**config.mk**
```make
export PLATFORM = sky130hd
export DESIGN_NAME = struct_frame_packer
export DESIGN_NICKNAME = d
export VERILOG_FILES = /design/src/rtl/struct_frame_packer_pkg.sv /design/src/rtl/struct_frame_packer_out_slot.sv /design/src/rtl/struct_frame_packer.sv
export SDC_FILE = /design/constraint.sdc
export NUM_CORES = 1
export LEC_CHECK = 0
export CAP_MARGIN = 20
export CORE_AREA = 2 2 145 175
export DETAILED_ROUTE_END_ITERATION = 10
export DIE_AREA = 0 0 147 177
export DONT_BUFFER_PORTS = 1
export PLACE_DENSITY_LB_ADDON = 0.3
export SETUP_SLACK_MARGIN = 0.1
export SLEW_MARGIN = 10
export SYNTH_ARGS = -nofsm -noshare
export SYNTH_HDL_FRONTEND = slang
export SYNTH_SLANG_ARGS = --single-unit
```
**constraint.sdc**
```tcl
create_clock -name clk -period 2.65 [get_ports clk]
set_input_delay 0.53 -clock clk [delete_from_list [all_inputs] [get_ports clk]]
set_output_delay 0.53 -clock clk [all_outputs]
set_load 0.005 [all_outputs]
```
**src/rtl/struct_frame_packer_pkg.sv**
```systemverilog
// Shared geometry and types for the byte-to-record frame packer.
//   A_ELEMS     : number of byte elements in the packed array field a
//   FRAME_BYTES : bytes held by one record (A_ELEMS bytes of a + 2 bytes of b)
//   frame_t     : packed record {a[5..0], b[15:0]}, a[5] at the MSB
//   state_t     : packer control states
package struct_frame_pkg;

  localparam int A_ELEMS     = 6;
  localparam int FRAME_BYTES = 8;

  typedef struct packed {
    bit [A_ELEMS-1:0][7:0] a;
    bit [15:0]             b;
  } frame_t;

  typedef enum logic [1:0] {
    FILL    = 2'd0,
    DISCARD = 2'd1,
    HOLD    = 2'd2
  } state_t;

endpackage

```
**src/rtl/struct_frame_packer_out_slot.sv**
```systemverilog
// Valid/ready holding register for one completed record.
// Ports:
//   clk, rst               : clock, synchronous active-high reset
//   load                   : capture load_frame/load_len/load_ovf this cycle
//   load_frame/len/ovf     : record presented by the packer
//   out_ready              : downstream accepts when out_valid && out_ready
//   out_valid/frame/len/ovf: registered output slot
// The packer only asserts load when the slot is empty or draining, so a
// load always wins over a drain and keeps out_valid high without a gap.
module frame_out_slot
  import struct_frame_pkg::*;
(
  input  logic       clk,
  input  logic       rst,
  input  logic       load,
  input  frame_t     load_frame,
  input  logic [3:0] load_len,
  input  logic       load_ovf,
  input  logic       out_ready,
  output logic       out_valid,
  output frame_t     out_frame,
  output logic [3:0] out_len,
  output logic       out_ovf
);

  // Slot register: load a new record, drain on handshake, else hold stable.
  always_ff @(posedge clk) begin
    if (rst) begin
      out_valid <= 1'b0;
      out_frame <= frame_t'(64'd0);
      out_len   <= 4'd0;
      out_ovf   <= 1'b0;
    end else if (load) begin
      out_valid <= 1'b1;
      out_frame <= load_frame;
      out_len   <= load_len;
      out_ovf   <= load_ovf;
    end else if (out_ready) begin
      out_valid <= 1'b0;
    end else begin
      out_valid <= out_valid;
    end
  end

endmodule

```
**src/rtl/struct_frame_packer.sv**
```systemverilog
// Packs a byte stream into one frame_t record per frame.
// Ports:
//   clk, rst            : clock, synchronous active-high reset
//   in_valid/in_ready   : input byte handshake (in_ready is registered)
//   in_data, in_last    : input byte and end-of-frame marker
//   out_valid/out_ready : output record handshake
//   out_frame           : packed record {a[5..0], b[15:0]}
//   out_len             : bytes stored, 1..8
//   out_ovf             : frame carried more than 8 bytes
// Byte k goes to a[k] for k < 6, then b[7:0], then b[15:8]. Unwritten lanes
// stay zero because the accumulator is cleared at every hand-off.
module struct_frame_packer
  import struct_frame_pkg::*;
(
  input  logic        clk,
  input  logic        rst,
  input  logic        in_valid,
  output logic        in_ready,
  input  logic [7:0]  in_data,
  input  logic        in_last,
  output logic        out_valid,
  input  logic        out_ready,
  output logic [63:0] out_frame,
  output logic [3:0]  out_len,
  output logic        out_ovf
);

  state_t     state_r, state_s;
  logic [3:0] count_r, count_s;
  frame_t     acc_r, acc_s;
  frame_t     written_s;
  logic       ovf_r, ovf_s;
  logic       in_ready_r, in_ready_s;
  logic       accept_s;
  logic       slot_free_s;
  logic       load_s;
  frame_t     load_frame_s;
  logic [3:0] load_len_s;
  logic       load_ovf_s;
  frame_t     slot_frame_s;

  assign accept_s    = in_valid && in_ready_r;
  assign slot_free_s = !out_valid || out_ready;
  assign in_ready    = in_ready_r;
  assign out_frame   = slot_frame_s;

  // Accumulator with the current byte dropped into its lane.
  always_comb begin
    written_s = acc_r;
    case (count_r[2:0])
      3'd0, 3'd1, 3'd2, 3'd3, 3'd4, 3'd5: written_s.a[count_r[2:0]] = in_data;
      3'd6:    written_s.b[7:0]  = in_data;
      3'd7:    written_s.b[15:8] = in_data;
      default: written_s = acc_r;
    endcase
  end

  // Next-state, accumulator update and slot load decision.
  always_comb begin
    state_s      = state_r;
    count_s      = count_r;
    acc_s        = acc_r;
    ovf_s        = ovf_r;
    load_s       = 1'b0;
    load_frame_s = acc_r;
    load_len_s   = count_r;
    load_ovf_s   = ovf_r;
    case (state_r)
      FILL: begin
        if (accept_s) begin
          load_frame_s = written_s;
          load_len_s   = count_r + 4'd1;
          load_ovf_s   = 1'b0;
          if (in_last) begin
            if (slot_free_s) begin
              load_s  = 1'b1;
              acc_s   = frame_t'(64'd0);
              count_s = 4'd0;
              ovf_s   = 1'b0;
              state_s = FILL;
            end else begin
              // Keep the finished record and its length until the slot frees.
              acc_s   = written_s;
              count_s = count_r + 4'd1;
              ovf_s   = 1'b0;
              state_s = HOLD;
            end
          end else if (count_r == 4'd7) begin
            // Eighth byte without last: the frame must be longer than 8.
            acc_s   = written_s;
            count_s = 4'd8;
            ovf_s   = 1'b1;
            state_s = DISCARD;
          end else begin
            acc_s   = written_s;
            count_s = count_r + 4'd1;
          end
        end else begin
          state_s = FILL;
        end
      end
      DISCARD: begin
        if (accept_s && in_last) begin
          if (slot_free_s) begin
            load_s  = 1'b1;
            acc_s   = frame_t'(64'd0);
            count_s = 4'd0;
            ovf_s   = 1'b0;
            state_s = FILL;
          end else begin
            state_s = HOLD;
          end
        end else begin
          state_s = DISCARD;
        end
      end
      HOLD: begin
        if (slot_free_s) begin
          load_s  = 1'b1;
          acc_s   = frame_t'(64'd0);
          count_s = 4'd0;
          ovf_s   = 1'b0;
          state_s = FILL;
        end else begin
          state_s = HOLD;
        end
      end
      default: begin
        acc_s   = frame_t'(64'd0);
        count_s = 4'd0;
        ovf_s   = 1'b0;
        state_s = FILL;
      end
    endcase
  end

  // in_ready follows the next state so it is valid straight from a flop.
  always_comb begin
    case (state_s)
      HOLD:    in_ready_s = 1'b0;
      default: in_ready_s = 1'b1;
    endcase
  end

  // Control and accumulator registers.
  always_ff @(posedge clk) begin
    if (rst) begin
      state_r    <= FILL;
      count_r    <= 4'd0;
      acc_r      <= frame_t'(64'd0);
      ovf_r      <= 1'b0;
      in_ready_r <= 1'b1;
    end else begin
      state_r    <= state_s;
      count_r    <= count_s;
      acc_r      <= acc_s;
      ovf_r      <= ovf_s;
      in_ready_r <= in_ready_s;
    end
  end

  frame_out_slot u_slot (
    .clk        (clk),
    .rst        (rst),
    .load       (load_s),
    .load_frame (load_frame_s),
    .load_len   (load_len_s),
    .load_ovf   (load_ovf_s),
    .out_ready  (out_ready),
    .out_valid  (out_valid),
    .out_frame  (slot_frame_s),
    .out_len    (out_len),
    .out_ovf    (out_ovf)
  );

endmodule

```
==> results.cfg <==
[route]
ant_nets = 0
drc = 0
wl_um = 17980
vias = 4846
via_per_inst = 5.188
wl_per_cell_um = 19.25
drt_iter0_markers = 431
drt_pre_antenna_iters = 4

[yosys]
synthSimpleGateAreaFrac = 0.1473
syn_area_per_cell_um2 = 9.436
synth_top_family_by_area = compound AO/OA/AOI/OAI gates
synthMuxAreaShare = 0
yosys_warnings = 0
synth-seq-area-share = 0.4759
synth-compound-area-share = 0.3021
synth_fp_nets = 653
synthFlopType = dfxtp_1
netlist_instances = 633
synth-async-reset-ratio = 0
ys_types = 43
ys_seq_elements = 142
synth_xor_area_frac = 0.001466
synth_edf_count = 0
synth_fa_ha_area_frac = 0.01466
syn_area_um2 = 5973

[timing]
skew_ns = 0.01043
grt_setup_unrepaired = no
setup_tns_ns = 0
setup_violations = 0
slew_headroom = 0.6080
tightest_slew_ns = 0.5880
hold_viol_final = 0
hold_ws_ns = 0.1743
fmax_ghz = 0.4686
fin_crit_ns = 2.134
final_max_slew_viol_count = 0
fin_crit_sh = 0.8054

[worst_setup_path]
crit_type = register to register
worstPathArrival_ns = 2.50
cp.required_ns = 3.01
r2r_end = acc_r[22]
rr_worst_depth = 7
start_kind = register
cp_max_fo = 11
r2r_slack_ns = 0.52
worstSetupEndpointType = register
r2r-start = state_r[0]

[cts]
numCtsBuffers = 17
cts_root_buf = clkbuf_16
clock_latency_ns = 0.43
cts_hold_buf = 0
path_clk_slew_ns = 0.06
cts.sinks = 142
clockBufferDepth = 2
cts.htree.levels = 4
cts_tree = built
postCtsSetupBuffers = 0
ctsResizeCount = 0

[power]
switching_share = 0.2527
powerDensity_nw_per_um2 = 748.7
peakVddDrop_v = 0.0004360
p_seq_frac = 0.446
netSwitchingPower_mw = 1.300
p_leak_nw = 2.245
p_comb_frac = 0.070
p_int_mw = 3.846
power.share.clock = 0.484

[min_path]
hold_depth = 1
hold_start = rst
hold_end = u_slot.out_frame[10]
hold_path.class = input port to register

[place]
placed_area_um2 = 6266
place.detailed.hpwl_um = 10960
portBuffers = 0
gp_congestion = 0.7433

[floorplanning]
start_util = 0.2444
num_rows = 63
core_um2 = 24440
die-area_um2 = 26020
die-height_um = 177
fp.dieW_um = 147
ios = 84

[grt]
grt_remaining_overflow = 0
grt_pass1_wl_um = 28720
grt_max_degree = 87
grt_use_total = 0.1419
grt_pass1_vias = 4777
antenna_found_initial = 0

[layout]
final_cell_area_um2 = 6874
drive_gt1_frac = 0.1100
antenna_cells = 0
syn_to_final_growth_pct = 15.08
final_nets = 617

[run_status]
outcome = finished, final reports clean

[job]
cap_violations = 0
-- flip-flops by register name, summed over array words and instances (netlist names) --
register,count
u_slot.out_len,4
u_slot.out_frame,64
u_slot.out_ovf,1
u_slot.out_valid,1
ovf_r,1
in_ready,1
acc_r,64
state_r,2
count_r,4
-- synthesized netlist by cell type, types with 7 or more instances --
| cell type | count | area [um^2] |
|---|---|---|
| nand3_1 | 67 | 335.3 |
| buf_2 | 16 | 80.08 |
| buf_1 | 12 | 45.04 |
| a311oi_1 | 11 | 96.34 |
| a21oi_1 | 61 | 305.3 |
| nor2_1 | 68 | 255.2 |
| clkbuf_1 | 41 | 153.9 |
| dfxtp_1 | 142 | 2843 |
| inv_1 | 7 | 26.28 |
| a32o_1 | 64 | 640.6 |
| o32ai_4 | 7 | 192.7 |
| nand2_1 | 27 | 101.4 |
| ha_1 | 7 | 87.58 |
| a211oi_1 | 58 | 435.4 |
-- power by group through the flow --
stage	sequential [mW]	combinational, mW	clock [mW]
floorplan	2.31	0.327	0
global placement	2.35	0.363	0
detailed placement	2.35	0.365	0
CTS	2.30	0.367	2.57
global route	2.31	0.410	2.67
finish	2.29	0.361	2.49
-- area by class of cell --
class,instances,area [um^2]
fillers,2618,17560
multi-input cells,410,2798
inverters,7,26.28
well taps,325,406.6
clock buffers,17,425.4
flip-flops and latches,142,2843
repair buffers,19,192.7
clock inverters,14,182.7
-- worst max-delay path, cell delays in order, from the launching register on --
cell	delay (ns)
dfxtp_1	0.33
inv_1	0.11
ha_1	0.25
and3_2	0.25
o2111ai_2	0.12
buf_4	0.24
o32ai_2	0.57
a32o_1	0.20
-- cells in the final DEF (no fill, tap or decap), drive strengths merged, types with 3 or more instances in the layout --
cell and n:
a21oi 61, a211oi 58, inv 11, nand2 27, a311oi 11, nor3b 3, nor2 69, o32ai 8
bufinv 3, dfxtp 142, clkbuf 17, a32o 64, nor3 4, ha 7, clkinv 5, buf 19
nand3 67
-- kinds of logic after synthesis --
group | after synthesis
flops | 142
buf+inv | 81
fa+ha+maj | 7
xor+xnor | 1
simple gates | 185
compound gates | 217
-- per-stage QoR --
stage / cells / util / setup slack, ns / power, mW
3_5_place_dp: 903 / 0.2564 / 0.4984 / 2.714
4_1_cts: 934 / 0.2813 / 0.5192 / 5.235
5_1_grt: 934 / 0.2813 / 0.3454 / 5.388
6_report: 934 / 0.2813 / 0.5158 / 5.147
2_1_floorplan: 633 / - / 0.6090 / 2.637
3_3_place_gp: 903 / 0.2564 / 0.5228 / 2.711
-- worst max path at each step --
stage | start | endpoint | slack (ns) | cells after the start
6_report | state_r[0] | acc_r[22] | 0.52 | 7
5_1_grt | state_r[0] | acc_r[21] | 0.35 | 7
4_1_cts | state_r[0] | acc_r[22] | 0.52 | 7
3_5_place_dp | out_ready | acc_r[22] | 0.50 | 5
3_3_place_gp | out_ready | acc_r[22] | 0.52 | 5
2_1_floorplan | in_last | acc_r[32] | 0.61 | 6
-- metal layers --
layer,up-vias,GRT usage,part of all wire,wire [um]
li1,2338,-,-,-
met1,2383,0.1713,0.43,7801
met2,104,0.2320,0.48,8632
met3,21,0.04845,0.067,1213
met4,0,0.05809,0.019,336
met5,-,0,0,0
Note: power is estimated with default switching activity, not from simulation.
